**config.mk**
```make
export PLATFORM = sky130hd
export DESIGN_NAME = queen_job_scheduler
export DESIGN_NICKNAME = d
export VERILOG_FILES = /design/src/rtl/queen_job_scheduler_pkg.sv /design/src/rtl/queen_job_scheduler_rr_arbiter.sv /design/src/rtl/queen_job_scheduler.sv
export SDC_FILE = /design/constraint.sdc
export NUM_CORES = 1
export LEC_CHECK = 0
export ABC_CLOCK_PERIOD_IN_PS = 3000
export BUFFER_PORTS_ARGS = -buffer_cell sky130_fd_sc_hd__buf_4
export CAP_MARGIN = 20
export CORE_UTILIZATION = 45
export DETAILED_ROUTE_END_ITERATION = 10
export SYNTH_ARGS = -nofsm -noshare
export SYNTH_HDL_FRONTEND = slang
export SYNTH_HIERARCHICAL = 1
export SYNTH_SLANG_ARGS = --single-unit
```
**constraint.sdc**
```tcl
create_clock -name clk -period 3 [get_ports clk]
set_clock_uncertainty 0.1 [all_clocks]
set_input_delay 0.75 -clock clk [delete_from_list [all_inputs] [get_ports clk]]
set_output_delay 0.75 -clock clk [all_outputs]
set_load 0.02 [all_outputs]
```
**src/rtl/queen_job_scheduler_pkg.sv**
```systemverilog
// Shared types and constants for the 8-queen job scheduler.
// The QUEEN_TIMEOUT_EN build uses the ABORT encoding below.
package queen_job_scheduler_pkg;

    localparam int QJ_BOARD = 8;

    localparam logic [3:0] ST_IDLE      = 4'd0;
    localparam logic [3:0] ST_START     = 4'd1;
    localparam logic [3:0] ST_WAIT_DONE = 4'd2;
    localparam logic [3:0] ST_CAPTURE   = 4'd3;
    localparam logic [3:0] ST_DRAIN     = 4'd4;
    localparam logic [3:0] ST_ABORT     = 4'd5;

    typedef enum logic [3:0] {
        S_IDLE      = ST_IDLE,
        S_START     = ST_START,
        S_WAIT_DONE = ST_WAIT_DONE,
        S_CAPTURE   = ST_CAPTURE,
        S_DRAIN     = ST_DRAIN,
        S_ABORT     = ST_ABORT
    } qj_state_e;

    // Index width for n items, never narrower than one bit.
    function automatic int qj_width(input int n);
        qj_width = (n > 1) ? $clog2(n) : 1;
    endfunction

endpackage

```
**src/rtl/queen_job_scheduler_rr_arbiter.sv**
```systemverilog
// Combinational round-robin pick: first set req bit at or above ptr, wrapping.
module queen_job_scheduler_rr_arbiter
    import queen_job_scheduler_pkg::*;
#(
    parameter int NUM_REQ = 4,
    parameter int ID_W    = qj_width(NUM_REQ)
) (
    input  logic [NUM_REQ-1:0] req,
    input  logic [ID_W-1:0]    ptr,
    output logic [NUM_REQ-1:0] grant
);

    // Scan requesters starting at the pointer and keep the first hit.
    always_comb begin
        int  idx;
        logic found;
        grant = '0;
        found = 1'b0;
        idx   = 0;
        for (int off = 0; off < NUM_REQ; off++) begin
            idx = int'(ptr) + off;
            idx = (idx >= NUM_REQ) ? idx - NUM_REQ : idx;
            if (!found && req[idx]) begin
                grant[idx] = 1'b1;
                found      = 1'b1;
            end else begin
                found = found;
            end
        end
    end

endmodule

```
**src/rtl/queen_job_scheduler.sv**
```systemverilog
// Shares one 8-queen solver among NUM_REQ requesters and streams each result back.
// Optional watchdog/abort path enabled with `define QUEEN_TIMEOUT_EN.
module queen_job_scheduler
    import queen_job_scheduler_pkg::*;
#(
    parameter  int NUM_REQ        = 4,
    parameter  int BOARD          = QJ_BOARD,
    parameter  int TIMEOUT_CYCLES = 65535,
    localparam int ID_W           = qj_width(NUM_REQ),
    localparam int ROW_W          = qj_width(BOARD)
) (
    input  logic               clk,
    input  logic               user_reset_n,
    input  logic [NUM_REQ-1:0] req,
    output logic [NUM_REQ-1:0] grant,
    input  logic               solver_ready,
    output logic               solver_start,
    output logic               solver_reset,
    input  logic               solver_done,
    input  logic               solver_out_valid,
    input  logic [BOARD-1:0]   solver_out_data,
    output logic               rsp_valid,
    input  logic               rsp_ready,
    output logic [BOARD-1:0]   rsp_data,
    output logic [ROW_W-1:0]   rsp_row,
    output logic               rsp_last,
    output logic [ID_W-1:0]    rsp_id,
    output logic               rsp_err,
    output logic               busy
);

    localparam logic [ROW_W-1:0] ROW_LAST = ROW_W'(BOARD - 1);
    localparam logic [ID_W-1:0]  ID_LAST  = ID_W'(NUM_REQ - 1);

    qj_state_e          state_q, state_d;
    logic [NUM_REQ-1:0] grant_q, grant_d;
    logic [NUM_REQ-1:0] arb_grant_s;
    logic [ID_W-1:0]    arb_id_s;
    logic [ID_W-1:0]    ptr_q, ptr_d;
    logic [ID_W-1:0]    id_q, id_d;
    logic [ID_W-1:0]    next_ptr_s;
    logic [ROW_W-1:0]   row_q, row_d;
    logic [BOARD-1:0]   buf_q [BOARD];
    logic [BOARD-1:0]   buf_d [BOARD];
    logic               start_q, start_d;
`ifdef QUEEN_TIMEOUT_EN
    localparam logic [15:0] TMO_LIMIT = 16'(TIMEOUT_CYCLES);
    logic [15:0]        tmo_q, tmo_d;
    logic               abort_rst_q, abort_rst_d;
`endif

    queen_job_scheduler_rr_arbiter #(
        .NUM_REQ (NUM_REQ),
        .ID_W    (ID_W)
    ) u_rr_arbiter (
        .req   (req),
        .ptr   (ptr_q),
        .grant (arb_grant_s)
    );

    // One-hot arbiter result to requester index; pointer advances past the winner.
    always_comb begin
        arb_id_s = '0;
        for (int i = 0; i < NUM_REQ; i++) begin
            if (arb_grant_s[i]) begin
                arb_id_s = ID_W'(i);
            end else begin
                arb_id_s = arb_id_s;
            end
        end
        next_ptr_s = (id_q == ID_LAST) ? '0 : id_q + 1'b1;
    end

    // Next-state and datapath updates.
    always_comb begin
        state_d = state_q;
        grant_d = grant_q;
        ptr_d   = ptr_q;
        id_d    = id_q;
        row_d   = row_q;
        buf_d   = buf_q;
        start_d = 1'b0;
        case (state_q)
            S_IDLE: begin
                if (|req) begin
                    grant_d = arb_grant_s;
                    id_d    = arb_id_s;
                    state_d = S_START;
                end else begin
                    grant_d = '0;
                end
            end
            S_START: begin
                if (solver_ready) begin
                    start_d = 1'b1;
                    state_d = S_WAIT_DONE;
                end else begin
                    start_d = 1'b0;
                end
            end
            S_WAIT_DONE: begin
                // A row word coincident with done is deliberately not captured.
                if (solver_done) begin
                    row_d   = '0;
                    state_d = S_CAPTURE;
                end else begin
                    state_d = S_WAIT_DONE;
                end
            end
            S_CAPTURE: begin
                if (solver_out_valid) begin
                    buf_d[row_q] = solver_out_data;
                    if (row_q == ROW_LAST) begin
                        row_d   = '0;
                        state_d = S_DRAIN;
                    end else begin
                        row_d = row_q + 1'b1;
                    end
                end else begin
                    row_d = row_q;
                end
            end
            S_DRAIN: begin
                if (rsp_ready) begin
                    if (row_q == ROW_LAST) begin
                        row_d   = '0;
                        grant_d = '0;
                        ptr_d   = next_ptr_s;
                        state_d = S_IDLE;
                    end else begin
                        row_d = row_q + 1'b1;
                    end
                end else begin
                    row_d = row_q;
                end
            end
`ifdef QUEEN_TIMEOUT_EN
            S_ABORT: begin
                // First ABORT cycle resets the solver; the error beat follows.
                if (!abort_rst_q && rsp_ready) begin
                    grant_d = '0;
                    ptr_d   = next_ptr_s;
                    state_d = S_IDLE;
                end else begin
                    state_d = S_ABORT;
                end
            end
`endif
            default: begin
                grant_d = '0;
                state_d = S_IDLE;
            end
        endcase

`ifdef QUEEN_TIMEOUT_EN
        tmo_d = tmo_q;
        if (state_d == S_START && state_q != S_START) begin
            tmo_d = 16'd0;
        end else if (state_q == S_WAIT_DONE || state_q == S_CAPTURE) begin
            if (tmo_q == TMO_LIMIT - 16'd1) begin
                row_d   = '0;
                state_d = S_ABORT;
            end else begin
                tmo_d = tmo_q + 16'd1;
            end
        end else begin
            tmo_d = tmo_q;
        end
        abort_rst_d = (state_d == S_ABORT) && (state_q != S_ABORT);
`endif
    end

    // State, control and result-buffer registers.
    always_ff @(posedge clk) begin
        if (!user_reset_n) begin
            state_q <= S_IDLE;
            grant_q <= '0;
            ptr_q   <= '0;
            id_q    <= '0;
            row_q   <= '0;
            start_q <= 1'b0;
            for (int r = 0; r < BOARD; r++) begin
                buf_q[r] <= '0;
            end
`ifdef QUEEN_TIMEOUT_EN
            tmo_q       <= 16'd0;
            abort_rst_q <= 1'b0;
`endif
        end else begin
            state_q <= state_d;
            grant_q <= grant_d;
            ptr_q   <= ptr_d;
            id_q    <= id_d;
            row_q   <= row_d;
            start_q <= start_d;
            buf_q   <= buf_d;
`ifdef QUEEN_TIMEOUT_EN
            tmo_q       <= tmo_d;
            abort_rst_q <= abort_rst_d;
`endif
        end
    end

    assign grant        = grant_q;
    assign rsp_id       = id_q;
    assign solver_start = start_q;
    assign busy         = (state_q != S_IDLE);

    // Response stream decode from the registered state and row pointer.
    always_comb begin
        rsp_valid = (state_q == S_DRAIN);
        rsp_row   = row_q;
        rsp_data  = rsp_valid ? buf_q[row_q] : '0;
        rsp_last  = rsp_valid && (row_q == ROW_LAST);
        rsp_err   = 1'b0;
`ifdef QUEEN_TIMEOUT_EN
        solver_reset = !user_reset_n || abort_rst_q;
        if (state_q == S_ABORT && !abort_rst_q) begin
            rsp_valid = 1'b1;
            rsp_err   = 1'b1;
            rsp_last  = 1'b1;
            rsp_row   = '0;
            rsp_data  = '0;
        end else begin
            rsp_err = 1'b0;
        end
`else
        solver_reset = !user_reset_n;
`endif
    end

endmodule

```
# Word level (Yosys, flattened, before mapping)
# Cells that the tools add are included.
# Widths: inputs -> output; s select.
# word_totals
ff_bits,80
word_cells,138
inputBits,18
# op_classes
n_reduce_logical,25
mux,58
n_addsub,9
n_lt_le_gt_ge,14
eq_ne,13
bitwise,5
# op_table
operator,count
$ge 32x1->1 const B,4
$lt 32x4->1 const B,4
$mux 32,4
$ge 32x4->1 const B,3
$sub 32x4->32 const B,3
$bwmux 64,1
$mux 4,11
$mux 8,4
$bmux 8 s3,1
$demux 8 s3,1
$pmux 4 s5,1
$mux 1,18
$mux 3,4
$or 4x4->4,3
$pmux 4 s3,1
$ne 2x2->1 const B,5
$logic_and 1x1->1,9
$pmux 3 s3,1
$bmux 1 s2,4
$demux 1 s2,4
$eq 4x2->1 const B,2
$add 2x2->3 const B,2
$mux 2,3
$reduce_and 2->1,3
other kinds (23),28

# Depth between registers and ports, before layout
# depth
depth_word,18
mapped_depth,9

# Modules after synthesis
# Netlist, hierarchy kept.
# by_module_without_submodules
module,seq_area_each_um2,area_per_inst_um2,n_inst,cells_each
queen_job_scheduler,1581.5,3504.6,1,381
queen_job_scheduler_rr_arbiter,0.0,357.8,1,38

# Worst setup path after synthesis
# No wires, ideal clock.
# synth_timing
path_kind,flip-flop to output port
start,register row_q[0] (netlist: rsp_row[0])
end,output rsp_data[0]
stages_incl_launch_ff,7
slack_ns,0.474
t_required_ns,2.150
arrival_ns,1.676
cell_sequence,dfxtp_1 buf_2 buf_4 nor2b_1 a221o_1 o21ai_0 a21oi_1
# synth_between
elab_chain_len,5
# synth_rtl
item,line_no,rtl
"start, declared",queen_job_scheduler.sv:42,"logic [ROW_W-1:0] row_q, row_d;"
"start signal, assigned",queen_job_scheduler.sv:194,row_q <= row_d;
$not 3->4 (implied by the code),queen_job_scheduler.sv:213,rsp_data = rsp_valid ? buf_q[row_q] : '0;
$bmux 8 s3,queen_job_scheduler.sv:213,
$mux 8 (implied by the code) (2 in series),queen_job_scheduler.sv:213,
$mux 8,queen_job_scheduler.sv:213,
"end, declared",queen_job_scheduler.sv:24,"output logic [BOARD-1:0] rsp_data,"
# No other way between the ends. The select of a mux whose other input is x is not followed.

# Worst setup path in the final report
# layout_timing
start,register row_q[1] (netlist: rsp_row[1])
end,output rsp_data[3]
# Same word-level chain as after synthesis.

==> results.cfg <==
[logic_synthesis]
syn_inst = 419
synth.cell_area_sq_mm = 0.00386
yosysTopAreaCell = dfxtp_1
postSynth.asyncResetShare_pct = 0
postSynthNetCount = 448
synth-main-ff-cell = dfxtp_1
synth.yosys.seq_area_share_pct = 40.9
synth.ff_latch_count = 79
synthDominantCellAreaShare_pct = 40.9
ys_types = 55
synth.yosys.warnings = 6
number_of_enable_flip_flop_cells_after_synthesis = 0
avgSynthCellArea_sq_um = 9.22
ys_top_cells_by_area = dfxtp_1 (41%), nand3_1 (8.7%), o21ai_0 (8.7%), mux4_2 (5.8%), ha_1 (3.6%)

[cts]
cts.repair_timing.setup_buffer_count = 0
h_tree_level_count = 3
cts_repair_resize_count = 0
clk_pin_slew_worst_paths_ps = 90
numClockSinks = 79
tritoncts = built
hold_fix_buffer_count_after_cts = 0
insertion_delay_ps = 360
cts_root_buf = clkbuf_8
cts.path.max_buffers = 2
cts_made_buffers = 9

[setup_path]
worst_setup_path_type = reg2out
regToRegStartpoint = ptr_q[1]
cp_num_buf_inv = 1
crit_path_cell_trace = nor2b_1, a221oi_1, a31oi_1, o21a_1, buf_4
worstPathMaxFanout = 5
timing.critical_path.required_ps = 2150
reg2reg_slack_ps = 540
regToRegEndpoint = rsp_id[0]
setup.worst_path.end_class = output pin
path_delay_family = compound AO/OA/AOI/OAI gates
r2r.worst_path.cells = 9
critPathArrivalTime_ps = 2040
critPathLaunchType = flop
critical_path.max_stage_delay_ps = 450
critical_path.slowest_cell = dfxtp_1

[die]
top_level_ports = 41
total_core_area_sq_mm = 0.00826
floorplan.rows = 33
fp.dieArea_sq_mm = 0.00896
start_util_pct = 46.8
die_x_microns = 94.6
chipHeight_microns = 94.6

[sta]
slew_worst_pin_ps = 636
max_freq_ghz = 0.345
finalSetupTns_ps = 0
setup-violations-final = 0
final.period_utilization_pct = 96.5
timing.slew.headroom_pct = 57.2
timing.final.crit_period_ps = 2890
report.final.slew_viol_count = 0
finalHoldViolCount = 0
rsz_0062_raised_after_global_routing = false
setup_slack_ps = 105

[pwr]
max-vdd-ir-drop_v = 0.000273
power.density_cell_area_mw_per_mm2 = 500
post-layout-total-power_w = 0.00221
power.static_leakage_nw = 1.60

[cells_and_area]
final_util_pct = 53.5
layout.nets = 478
final_layout_size_suffix_gt1_share_pct = 21.8
num_antenna_cells = 0
flow.area_growth_from_synthesis_pct = 14.3
final_cell_area_sq_mm = 0.00442

[global_route]
grt_start_max_net_pins = 33
grt_antenna_before_repair = 0
gr-total-overflow = 0
grt_first_pass_wirelength_mm = 14.9
grt_use_total_pct = 22.3
first_global_vias = 2914

[routing]
post-route-drc-count = 0
drt-initial-drc-count = 168
vias = 3132
postRouteAntennaNets = 0
dr.pass1.iters = 4
total_wirelength_of_the_detailed_routed_design_mm = 9.33
route.detailed.vias_per_inst = 5.60
routed_wire_length_per_instance_microns = 16.7

[hold_path]
hp-class = reg2reg
holdPathEnd = buf_q[54]
min_path_cells = 2
timing.hold.worst.start = buf_q[54]

[placed_design]
gpl.final_weighted_congestion = 0.841
placement_setup_slack_ps = 394
dp_hpwl_mm = 6.36
placement.io_buffers = 39
place_area_sq_mm = 0.00420

[run]
maxCapViolations = 0

[outcome]
status = complete, no violations
per-stage QoR:
| stage | hold slack (ps) | instances |
|---|---|---|
| 6_report | 377 | 559 |
| 5_1_grt | 404 | 559 |
| 4_1_cts | 382 | 559 |
| 3_5_place_dp | 361 | 543 |
| 3_3_place_gp | 349 | 543 |
| 2_1_floorplan | 338 | 419 |
layout by cell type (no fill, tap or decap), drive strengths merged, types with 2 or more instances in the layout:
cell	instances
nand2b	2
a2bb2oi	2
o22ai	3
nor3b	4
nor2	18
mux2	5
mux2i	6
dfxtp	79
clkbuf	9
o21a	3
o211ai	4
inv	16
nand3	73
a21o	3
a211oi	4
mux4	12
buf	50
a21oi	14
nand2	28
a221oi	2
nor2b	6
nand4	2
a31oi	3
a22oi	7
ha	11
o21ai	67
worst max path at each step:
stage / depth (start not counted) / end / start
2_1_floorplan: 6 / rsp_data[0] / rsp_row[0]
3_3_place_gp: 8 / rsp_id[0] / req[3]
3_5_place_dp: 8 / rsp_id[0] / req[3]
4_1_cts: 6 / rsp_data[3] / rsp_row[0]
5_1_grt: 6 / rsp_data[3] / rsp_row[1]
6_report: 5 / rsp_data[3] / rsp_row[1]
logic make-up (layout without fill, tap and decap cells):
kind of cell               after synthesis  in the layout  synth area share, %
adders and majority gates               11             11                 3.56
other                                    1              1               0.0971
muxes                                   23             23                 10.2
and+or+nand+nor                        144            144                 20.6
DFF                                     79             79                 40.9
AOI/OAI and AO/OA                      118            118                 18.4
buffers and inverters                   43             78                 6.15
worst min-delay path: cells and delay by family (launching register included):
family / cells / cell delay, ps
flip-flops: 1 / 320
AND/OR/NAND/NOR: 1 / 50
AO/OA/AOI/OAI: 1 / 60
cell type report:
type	instances	area [sq um]
Sequential cell	79	1590
Timing Repair Buffer	50	388
Inverter	12	57.6
Multi-Input combinational cell	297	2040
Tap cell	105	131
Fill cell	813	3840
Clock buffer	9	124
Clock inverter	7	86.3
per-layer routing:
| layer | routed length, microns | GRT usage (%) | vias to the layer above |
|---|---|---|---|
| met1 | 4510 | 30.4 | 1473 |
| met2 | 4330 | 35.1 | 63 |
| met3 | 402 | 5.88 | 7 |
| met5 | 0 | 0 | - |
| li1 | - | - | 1589 |
| met4 | 88 | 5.43 | 0 |
report_power, final:
| group | internal [W] | switching [W] |
|---|---|---|
| Sequential | 0.00107 | 0.0000311 |
| Combinational | 0.000112 | 0.000147 |
| Clock | 0.000405 | 0.000445 |
| Total | 0.00159 | 0.000623 |
synthesized netlist by cell type (all sizes together) (2+ instances only):
master   instances
o211ai           4
nor2b            6
mux2i            6
a21o             3
a22oi            7
mux4            12
a21oi           14
nand2           28
a2bb2oi          2
o21ai           67
nor2            18
dfxtp           79
nor3b            4
a31oi            3
nand2b           2
ha              11
a221oi           2
clkbuf           6
o21a             3
o22ai            3
inv             11
nand3           73
nand4            2
a211oi           4
mux2             5
buf             25
flip-flops by register name, indices dropped and copies added (netlist names):
| name | count |
|---|---|
| buf_q | 64 |
| grant | 4 |
| ptr_q | 2 |
| rsp_id | 2 |
| rsp_row | 3 |
| solver_start | 1 |
| state_q | 3 |
No activity file was read; power rests on OpenSTA's default activity.
